[src/rtl/vdic_mult_pkg.sv]
// Shared types and constants for the req/ack multiply responder.
// Latency: n/a (declarations only).
// Backpressure: n/a.
// Macro VDIC_MULT_SINGLE_CYCLE_EN selects the single-cycle product path (MULT_LATENCY = 1).
package vdic_mult_pkg;

  localparam int DATA_W_DEF = 16;

`ifdef VDIC_MULT_SINGLE_CYCLE_EN
  localparam int MULT_LATENCY = 1;
`else
  localparam int MULT_LATENCY = DATA_W_DEF + 1;
`endif

  // Widest operand the parity helper accepts; narrower operands are zero-extended,
  // which leaves the XOR reduction unchanged.
  localparam int PAR_W = 64;

  typedef enum logic [2:0] {
    IDLE,
    CHECK,
    MULT,
    DONE,
    REL
  } state_t;

  // Even parity: data plus its parity bit must XOR to zero.
  function automatic logic parity_err(input logic [PAR_W-1:0] data, input logic par);
    return ^{data, par};
  endfunction

endpackage

[src/rtl/booth_mult_seq.sv]
// Iterative radix-2 Booth multiplier datapath, one recoding step per clock.
// Latency: start edge loads operands, product is presented with done on the W-th step.
// Backpressure: none; start restarts the datapath unconditionally.
// Ports: clk, rst_n; start, mcand, mplier (load); busy, done (last step this cycle), product.
module booth_mult_seq #(
  parameter int W = 16
) (
  input  logic           clk,
  input  logic           rst_n,
  input  logic           start,
  input  logic [W-1:0]   mcand,
  input  logic [W-1:0]   mplier,
  output logic           busy,
  output logic           done,
  output logic [2*W-1:0] product
);

  localparam int CW = $clog2(W);

  logic [2*W-1:0] acc;
  logic [2*W-1:0] acc_nxt;
  logic [2*W-1:0] mc;      // multiplicand, sign-extended and shifted left once per step
  logic [W-1:0]   q;       // multiplier, shifted right once per step
  logic           q_m1;    // previously examined multiplier bit
  logic [CW-1:0]  cnt;

  // Booth recoding of the bit pair {q_i, q_(i-1)}: 01 adds, 10 subtracts.
  // The top step subtracts for a set sign bit, which yields the signed product
  // modulo 2^(2W); the largest magnitude (-2^(W-1))^2 still fits.
  always_comb begin
    acc_nxt = acc;
    case ({q[0], q_m1})
      2'b01:   acc_nxt = acc + mc;
      2'b10:   acc_nxt = acc - mc;
      default: acc_nxt = acc;
    endcase
  end

  assign done    = busy && (cnt == CW'(W - 1));
  // The final accumulation is exposed combinationally so the caller can register
  // it on the same edge that completes the last step.
  assign product = acc_nxt;

  always_ff @(posedge clk or negedge rst_n) begin
    if (!rst_n) begin
      acc  <= '0;
      mc   <= '0;
      q    <= '0;
      q_m1 <= 1'b0;
      cnt  <= '0;
      busy <= 1'b0;
    end else if (start) begin
      acc  <= '0;
      mc   <= {{W{mcand[W-1]}}, mcand};
      q    <= mplier;
      q_m1 <= 1'b0;
      cnt  <= '0;
      busy <= 1'b1;
    end else if (busy) begin
      acc  <= acc_nxt;
      mc   <= mc << 1;
      q    <= q >> 1;
      q_m1 <= q[0];
      cnt  <= cnt + 1'b1;
      if (done) begin
        busy <= 1'b0;
      end
    end
  end

endmodule

[src/rtl/vdic_mult_responder.sv]
// Responder side of the req/ack multiply protocol with operand parity checking.
// Latency: ack 1 edge after capture; result_rdy 17 edges after capture (1 on parity error or single-cycle build).
// Backpressure: req is a held level; one capture per request, next capture only after req drops.
// Ports: clk, rst_n; arg_a/arg_b with parity bits, req in; ack, result, result_parity,
//        arg_parity_error, result_rdy out. Macro VDIC_MULT_SINGLE_CYCLE_EN removes the MULT state.
module vdic_mult_responder
  import vdic_mult_pkg::*;
#(
  parameter int DATA_W = DATA_W_DEF
) (
  input  logic                clk,
  input  logic                rst_n,
  input  logic [DATA_W-1:0]   arg_a,
  input  logic                arg_a_parity,
  input  logic [DATA_W-1:0]   arg_b,
  input  logic                arg_b_parity,
  input  logic                req,
  output logic                ack,
  output logic [2*DATA_W-1:0] result,
  output logic                result_parity,
  output logic                arg_parity_error,
  output logic                result_rdy
);

  state_t              state, state_nxt;
  logic [DATA_W-1:0]   a_q, b_q;
  logic                a_par_q, b_par_q;
  logic                capture;
  logic                ack_nxt, rdy_nxt, rpar_nxt, perr_nxt;
  logic [2*DATA_W-1:0] result_nxt;
  logic                perr_now;

  assign perr_now = parity_err(PAR_W'(a_q), a_par_q) | parity_err(PAR_W'(b_q), b_par_q);

`ifdef VDIC_MULT_SINGLE_CYCLE_EN
  logic [2*DATA_W-1:0] prod_sc;
  // Both operands widened to the result width so the low half of the product is exact.
  assign prod_sc = $signed({{DATA_W{a_q[DATA_W-1]}}, a_q}) * $signed({{DATA_W{b_q[DATA_W-1]}}, b_q});
`else
  logic                booth_start;
  logic                booth_busy;
  logic                booth_done;
  logic [2*DATA_W-1:0] booth_product;

  booth_mult_seq #(.W(DATA_W)) u_booth (
    .clk     (clk),
    .rst_n   (rst_n),
    .start   (booth_start),
    .mcand   (a_q),
    .mplier  (b_q),
    .busy    (booth_busy),
    .done    (booth_done),
    .product (booth_product)
  );
`endif

  always_comb begin
    state_nxt  = state;
    capture    = 1'b0;
    ack_nxt    = 1'b0;
    rdy_nxt    = 1'b0;
    result_nxt = result;
    rpar_nxt   = result_parity;
    perr_nxt   = arg_parity_error;
`ifndef VDIC_MULT_SINGLE_CYCLE_EN
    booth_start = 1'b0;
`endif
    case (state)
      IDLE: begin
        if (req) begin
          capture   = 1'b1;
          ack_nxt   = 1'b1;
          state_nxt = CHECK;
        end
      end
      CHECK: begin
        if (perr_now) begin
          result_nxt = '0;
          rpar_nxt   = 1'b0;
          perr_nxt   = 1'b1;
          rdy_nxt    = 1'b1;
          state_nxt  = DONE;
        end else begin
          perr_nxt = 1'b0;
`ifdef VDIC_MULT_SINGLE_CYCLE_EN
          result_nxt = prod_sc;
          rpar_nxt   = ^prod_sc;
          rdy_nxt    = 1'b1;
          state_nxt  = DONE;
`else
          booth_start = 1'b1;
          state_nxt   = MULT;
`endif
        end
      end
`ifndef VDIC_MULT_SINGLE_CYCLE_EN
      MULT: begin
        if (booth_done) begin
          result_nxt = booth_product;
          rpar_nxt   = ^booth_product;
          rdy_nxt    = 1'b1;
          state_nxt  = DONE;
        end else if (!booth_busy) begin
          // Datapath idle without having finished: recover rather than hang.
          state_nxt = IDLE;
        end
      end
`endif
      DONE: begin
        state_nxt = req ? REL : IDLE;
      end
      REL: begin
        if (!req) begin
          state_nxt = IDLE;
        end
      end
      default: state_nxt = IDLE;
    endcase
  end

  always_ff @(posedge clk or negedge rst_n) begin
    if (!rst_n) begin
      state            <= IDLE;
      ack              <= 1'b0;
      result_rdy       <= 1'b0;
      result           <= '0;
      result_parity    <= 1'b0;
      arg_parity_error <= 1'b0;
      a_q              <= '0;
      b_q              <= '0;
      a_par_q          <= 1'b0;
      b_par_q          <= 1'b0;
    end else begin
      state            <= state_nxt;
      ack              <= ack_nxt;
      result_rdy       <= rdy_nxt;
      result           <= result_nxt;
      result_parity    <= rpar_nxt;
      arg_parity_error <= perr_nxt;
      if (capture) begin
        a_q     <= arg_a;
        b_q     <= arg_b;
        a_par_q <= arg_a_parity;
        b_par_q <= arg_b_parity;
      end
    end
  end

endmodule

[config.mk]
export PLATFORM = sky130hd
export DESIGN_NAME = vdic_mult_responder
export DESIGN_NICKNAME = d
export VERILOG_FILES = /design/src/rtl/vdic_mult_pkg.sv /design/src/rtl/booth_mult_seq.sv /design/src/rtl/vdic_mult_responder.sv
export SDC_FILE = /design/constraint.sdc
export NUM_CORES = 1
export LEC_CHECK = 0
export CORE_ASPECT_RATIO = 1.2
export CORE_MARGIN = 8
export CORE_UTILIZATION = 35
export DETAILED_ROUTE_END_ITERATION = 10
export REMOVE_ABC_BUFFERS = 1
export SKIP_CTS_REPAIR_TIMING = 1
export SLEW_MARGIN = 20
export SYNTH_ARGS = -nofsm -noshare
export SYNTH_HDL_FRONTEND = slang
export SYNTH_SLANG_ARGS = --single-unit
[constraint.sdc]
create_clock -name clk -period 5.3 [get_ports clk]
set_input_delay 0.795 -clock clk [delete_from_list [all_inputs] [get_ports clk]]
set_output_delay 0.795 -clock clk [all_outputs]
set_load 0.01 [all_outputs]
After elaboration in Yosys (flattened, before gate mapping)

Index checks and enable logic that the tools add are counted.

Memory bits (read-only): 0
Output and inout port bits: 36
Input port bits: 37
Bits in registers: 159
Word-level logic and storage cells: 75
Memories: 0
Latch bits: 0
Bits in writable memories: 0

Reductions and logical operators: 9
Bitwise gates (word level): 1
Equal/unequal tests: 12
$add $sub $neg: 3
Multiplexer cells: 34
Shifts and indexed selects: 0
Divide/modulo/power cells: 0
Multiply operators: 0
Order comparisons: 0

Operator list:

| operator                                            | count |
|---|---|
| 2-to-1 mux 32 bit                                   | 6 |
| parity 65 bit                                       | 2 |
| one-hot mux 32 bit (2 select lines)                 | 2 |
| adder 32 bit                                        | 1 |
| 2-to-1 mux 16 bit                                   | 2 |
| parity 32 bit                                       | 1 |
| subtractor 32 bit                                   | 1 |
| 2-to-1 mux 3 bit                                    | 5 |
| one-hot mux 3 bit (5 select lines)                  | 1 |
| 2-to-1 mux 1 bit                                    | 14 |
| 2-to-1 mux 4 bit                                    | 2 |
| != test 2 bit, second input constant                | 4 |
| equality test 3 x 2 -> 1 bit, second input constant | 2 |
| AND reduction 3 bit                                 | 2 |
| adder 4 x 1 -> 4 bit, second input constant         | 1 |
| equality test 4 bit, second input constant          | 1 |
| one-hot mux 1 bit (2 select lines)                  | 2 |
| nonzero test 2 bit                                  | 2 |
| equality test 3 x 1 -> 1 bit, second input constant | 1 |
| equality test 3 bit, second input constant          | 1 |
| zero test 3 bit                                     | 1 |
| != test 3 bit, second input constant                | 1 |
| equality test 2 x 1 -> 1 bit, second input constant | 1 |
| equality test 2 bit, second input constant          | 1 |
| 2 further kinds                                     | 2 |

Longest topological paths before layout

Word-level depth: 5
Depth in mapped cells: 22
Depth with buffers taken out: 21

Modules after synthesis

From an unflattened synthesis, not the netlist that was laid out.

Cell total of the unflattened synthesis: 1094
Area total of the unflattened synthesis: 10082.2 sq um

Modules (own cells, without submodules):

| module              | sequential area each (sq um) | instances | cells each | area an instance (sq um) |
|---|---|---|---|---|
| booth_mult_seq      | 2152.1                       | 1         | 790        | 6542.5 |
| vdic_mult_responder | 1826.8                       | 1         | 304        | 3539.6 |

Worst setup path before layout

OpenSTA, ideal clock, no wires.

Kind: reg-to-reg
From: reg u_booth.mc[6]
To: reg result_parity
Setup time: 0.076 ns
Buffers on the path: 1
Arrival: 5.141 ns
Path slack: 0.082 ns
Cell stages (with the launch flop): 21
Cells stage by stage: dfrtp_1 -> or4_1 -> nor4_2 -> nand2b_1 -> nor4_1 -> a21oi_1 -> xnor2_1 -> ha_1 -> clkbuf_1 -> nand2_1 -> o21a_1 -> nand3_1 -> o211ai_1 -> a221oi_2 -> xnor3_1 -> xnor3_1 -> xnor3_1 -> xnor3_1 -> xor3_1 -> xnor3_1 -> o21ai_1

Cells in the longest elaborated chain, start to end: 5
Elaborated cells on any way between the ends: 6
Classes of those cells: 2 x add/sub; 3 x mux; 1 x reduce/logical

Ends and longest elaborated chain:

| element                                           | RTL line                                   | source |
|---|---|---|
| start: declaration                                | booth_mult_seq.sv:22                       | `logic [2*W-1:0] mc;` |
| start signal: assignment                          | booth_mult_seq.sv:54                       | `mc <= {{W{mcand[W-1]}}, mcand};` |
| start signal: assignment                          | booth_mult_seq.sv:61                       | `mc <= mc << 1;` |
| subtractor 32 bit or adder 32 bit (tied branches) | booth_mult_seq.sv:34, booth_mult_seq.sv:33 |  |
| one-hot mux 32 bit (2 select lines) *             | booth_mult_seq.sv:32                       | `case ({q[0], q_m1})` |
| parity 32 bit *                                   | vdic_mult_responder.sv:100                 | `rpar_nxt = ^booth_product;` |
| 2-to-1 mux 1 bit *                                | vdic_mult_responder.sv:98                  | `if (booth_done) begin` |
| one-hot mux 1 bit (2 select lines) *              | vdic_mult_responder.sv:68                  | `case (state)` |
| end signal: assignment                            | vdic_mult_responder.sv:138                 | `result_parity <= rpar_nxt;` |
| end: declaration                                  | vdic_mult_responder.sv:20                  | `output logic result_parity,` |

Every way passes the cells marked *; elsewhere a longest branch is shown, timed or not. The select of a mux whose other input is x is not followed.
A chain may end at the register's enable or synchronous reset.

Final worst setup path

From: reg u_booth.mc[3]
To: reg result_parity

Same word-level chain as after synthesis.

==> impl_metrics.py <==
metrics = {
    "run_status": {
        "status": "finished clean",
    },
    "placed_design": {
        "post-place-ws_ns": 0.0483,
        "dpl_cell_area_um2": 11000,
        "dp.cells": 1418,
        "numPortBuffers": 72,
        "hpwl_um": 17500,
        "place_congestion": 0.867,
    },
    "yosys": {
        "yosys.area_share.simple_pct": 13.6,
        "synth_edf_count": 0,
        "postSynthAreaPerCell_um2": 9.58,
        "synthFlopType": "dfrtp_1",
        "yosys_warnings": 0,
        "ys_ff_latch": 159,
        "synth_xor_area_share_pct": 10.4,
        "synthAdderAreaFrac_pct": 4.57,
        "syn-instance-count": 1018,
        "synth-compound-area-share_pct": 17.3,
        "synth_area_um2": 9750,
        "seq_area_frac_synth_pct": 40.8,
        "synth_cell_type_count": 68,
        "muxShareOfSynthArea_pct": 10.2,
        "synthArstFlopShare_pct": 100,
        "synth_top_family_by_area": "compound AO/OA/AOI/OAI gates",
    },
    "layout": {
        "antenna_cells": 0,
        "n_fill_cell": 2731,
        "syn_to_final_growth_pct": 22.3,
        "drive_above_1_share_pct": 15.4,
        "final_common_cell": "dfrtp_1",
        "regArea_um2": 3980,
        "final_area_um2": 11900,
        "final_cell_mix": "dfrtp_1, nor2_1, a21oi_1, nand2_1, xnor2_1",
        "final_nets": 1179,
        "final_cells": 1465,
        "multi_input_area_um2": 5680,
    },
    "global_route": {
        "antenna_found_initial": 0,
        "grt_usage_pct": 14.8,
        "grt_pass1_vias": 7627,
        "grt_max_degree": 80,
        "grt_pass1_wl_um": 40000,
        "grt-ovfl-total": 0,
    },
    "drt": {
        "final_antenna_net_count": 0,
        "drt-total-wl_um": 24000,
        "viasPerCell": 5.17,
        "wire_per_inst_um": 16.4,
        "drt-initial-drc-count": 326,
        "drt_pass1_iterations": 6,
        "via_count": 7575,
        "drc": 0,
    },
    "timing": {
        "finalCritPeriodShare_pct": 96.8,
        "setup_violations": 0,
        "worst_slack_ns": 0.170,
        "relSlewSlack_pct": 34.9,
        "finalMaxSlewViolations": 0,
        "finalHoldViolCount": 0,
        "worst-slew-pin-transition_ns": 0.974,
        "clock-skew-final_ns": 0.00965,
        "fin_crit_ns": 5.13,
        "fmax_mhz": 195,
    },
    "clocking": {
        "clockBufferDepth": 2,
        "clkTransAtPathRegs_ns": 0.08,
        "numCtsBuffers": 17,
        "cts_tree": "built",
        "cts.sinks": 159,
        "cts-root-buf": "clkbuf_16",
        "h-tree-depth": 4,
        "clock_latency_ns": 0.44,
    },
    "setup_path": {
        "critPathKind": "flip-flop to flip-flop",
        "crit_path_end_kind": "flip-flop",
        "crit_chain": "or4_4, nor4_4, nor4b_4, buf_4, nor4b_4, a21oi_1, xnor2_1, ha_1, buf_4, inv_1, nor2_2, nand3_1, o31ai_4, o21ai_0, a31oi_4, xor2_2, xnor3_1, xor3_1, xnor3_1, o21ai_1",
        "worstPathArrival_ns": 5.49,
        "cpMaxStageDelayCell": "or4_4",
        "max_stage_delay_ns": 0.57,
        "worstSetupStartpointType": "flip-flop",
        "cp.required_ns": 5.66,
        "cp_max_fo": 6,
    },
    "floorplan": {
        "initial_core_util_pct": 35.3,
        "dieHeight_um": 199,
        "dieArea_um2": 33500,
        "die_w_um": 168,
        "core_area_um2": 27700,
        "num_rows": 67,
        "pin_count": 73,
    },
    "job": {
        "max_cap_violations": 0,
    },
    "hold_path": {
        "hold_class": "input port to asynchronous set/reset pin",
    },
}
state kept, by name, summed over array words and instances, names as in the netlist:
register / count
a_par_q: 1
a_q: 16
u_booth.acc: 32
u_booth.cnt: 4
b_par_q: 1
result_parity: 1
result: 32
arg_parity_error: 1
ack: 1
state: 3
u_booth.mc: 32
u_booth.q_m1: 1
result_rdy: 1
u_booth.busy: 1
b_q: 16
u_booth.q: 16
cell families (layout without fill, tap and decap cells):
logic type | after synthesis | after routing
AND/OR/NAND/NOR | 280 | 280
AO/OA/AOI/OAI | 267 | 267
flip-flops | 159 | 159
XOR/XNOR | 102 | 102
multiplexers | 95 | 95
buffers and inverters | 80 | 182
adder cells (fa/ha/maj) | 35 | 35
final timing paths:
path | startpoint | to | slack (ns) | cells after the start
min in group clk | result[15] | result[15] | 0.47 | 2
max | u_booth.mc[3] | result_parity | 0.17 | 20
min | rst_n | ack | 0.38 | 1
max in group asynchronous | rst_n | result[23] | 3.88 | 2
min reg2reg | result[15] | result[15] | 0.47 | 2
max reg2reg | u_booth.mc[3] | result_parity | 0.17 | 20
worst max-delay path, delay by kind of cell, from the launching register on:
family	cells	cell delay (ns)
AND/OR/NAND/NOR	6	1.73
XOR/XNOR	5	1.12
adder cells (fa/ha/maj)	1	0.40
flip-flops	1	0.40
AO/OA/AOI/OAI	5	0.98
buffers and inverters	3	0.41
cell usage after synthesis, types with 4 or more instances:
library cell,count,area (µm²)
dfrtp_1,159,3980
nand4_1,9,56.3
nand3_1,11,55.1
nor3_1,19,95.1
a211oi_1,35,263
mux2i_1,60,601
a21o_1,4,30.0
o21a_1,10,75.1
xor2_1,18,158
ha_1,34,425
nor2b_1,9,56.3
o211ai_1,6,45.0
o31ai_1,5,37.5
buf_1,6,22.5
xnor3_1,8,180
clkbuf_1,48,180
o21ai_0,61,305
nand2_1,74,278
a21oi_1,94,470
o31a_1,5,43.8
or3_1,10,62.6
mux2_2,35,394
a31oi_1,13,81.3
nor2_1,108,405
and2_1,8,50.1
xnor2_1,75,657
nand2b_1,8,50.1
inv_1,24,90.1
through the flow:
step	hold WS, ns	TNS [ns]	util (%)
after detailed placement	0.471	0	39.8
after floorplan	0.475	0	-
after global routing	0.420	-0.0414	43.1
after CTS	0.391	0	42.0
final	0.382	0	43.1
after global placement	0.464	0	39.8
routing by layer:
metal	global-route usage, %	part of all wire [%]	up-vias	wire [µm]
li1	-	-	3819	-
met1	18.3	45	3592	10800
met2	25.2	49	133	11700
met3	2.76	3.5	31	837
met4	5.93	2.5	0	607
met5	0	0	-	0
final cells by class:
type                       count  share of cell area, %
multi-input combinational    779                   47.6
sequential                   159                   33.4
timing repair buffer         125                   9.39
tap                          345                   3.62
clock buffer                  17                   3.57
clock inverter                15                   1.65
inverter                      25                  0.787
Power is left out: the tool's default activity adds up to more than one toggle a clock period on the data nets, which glitch-free logic cannot reach.
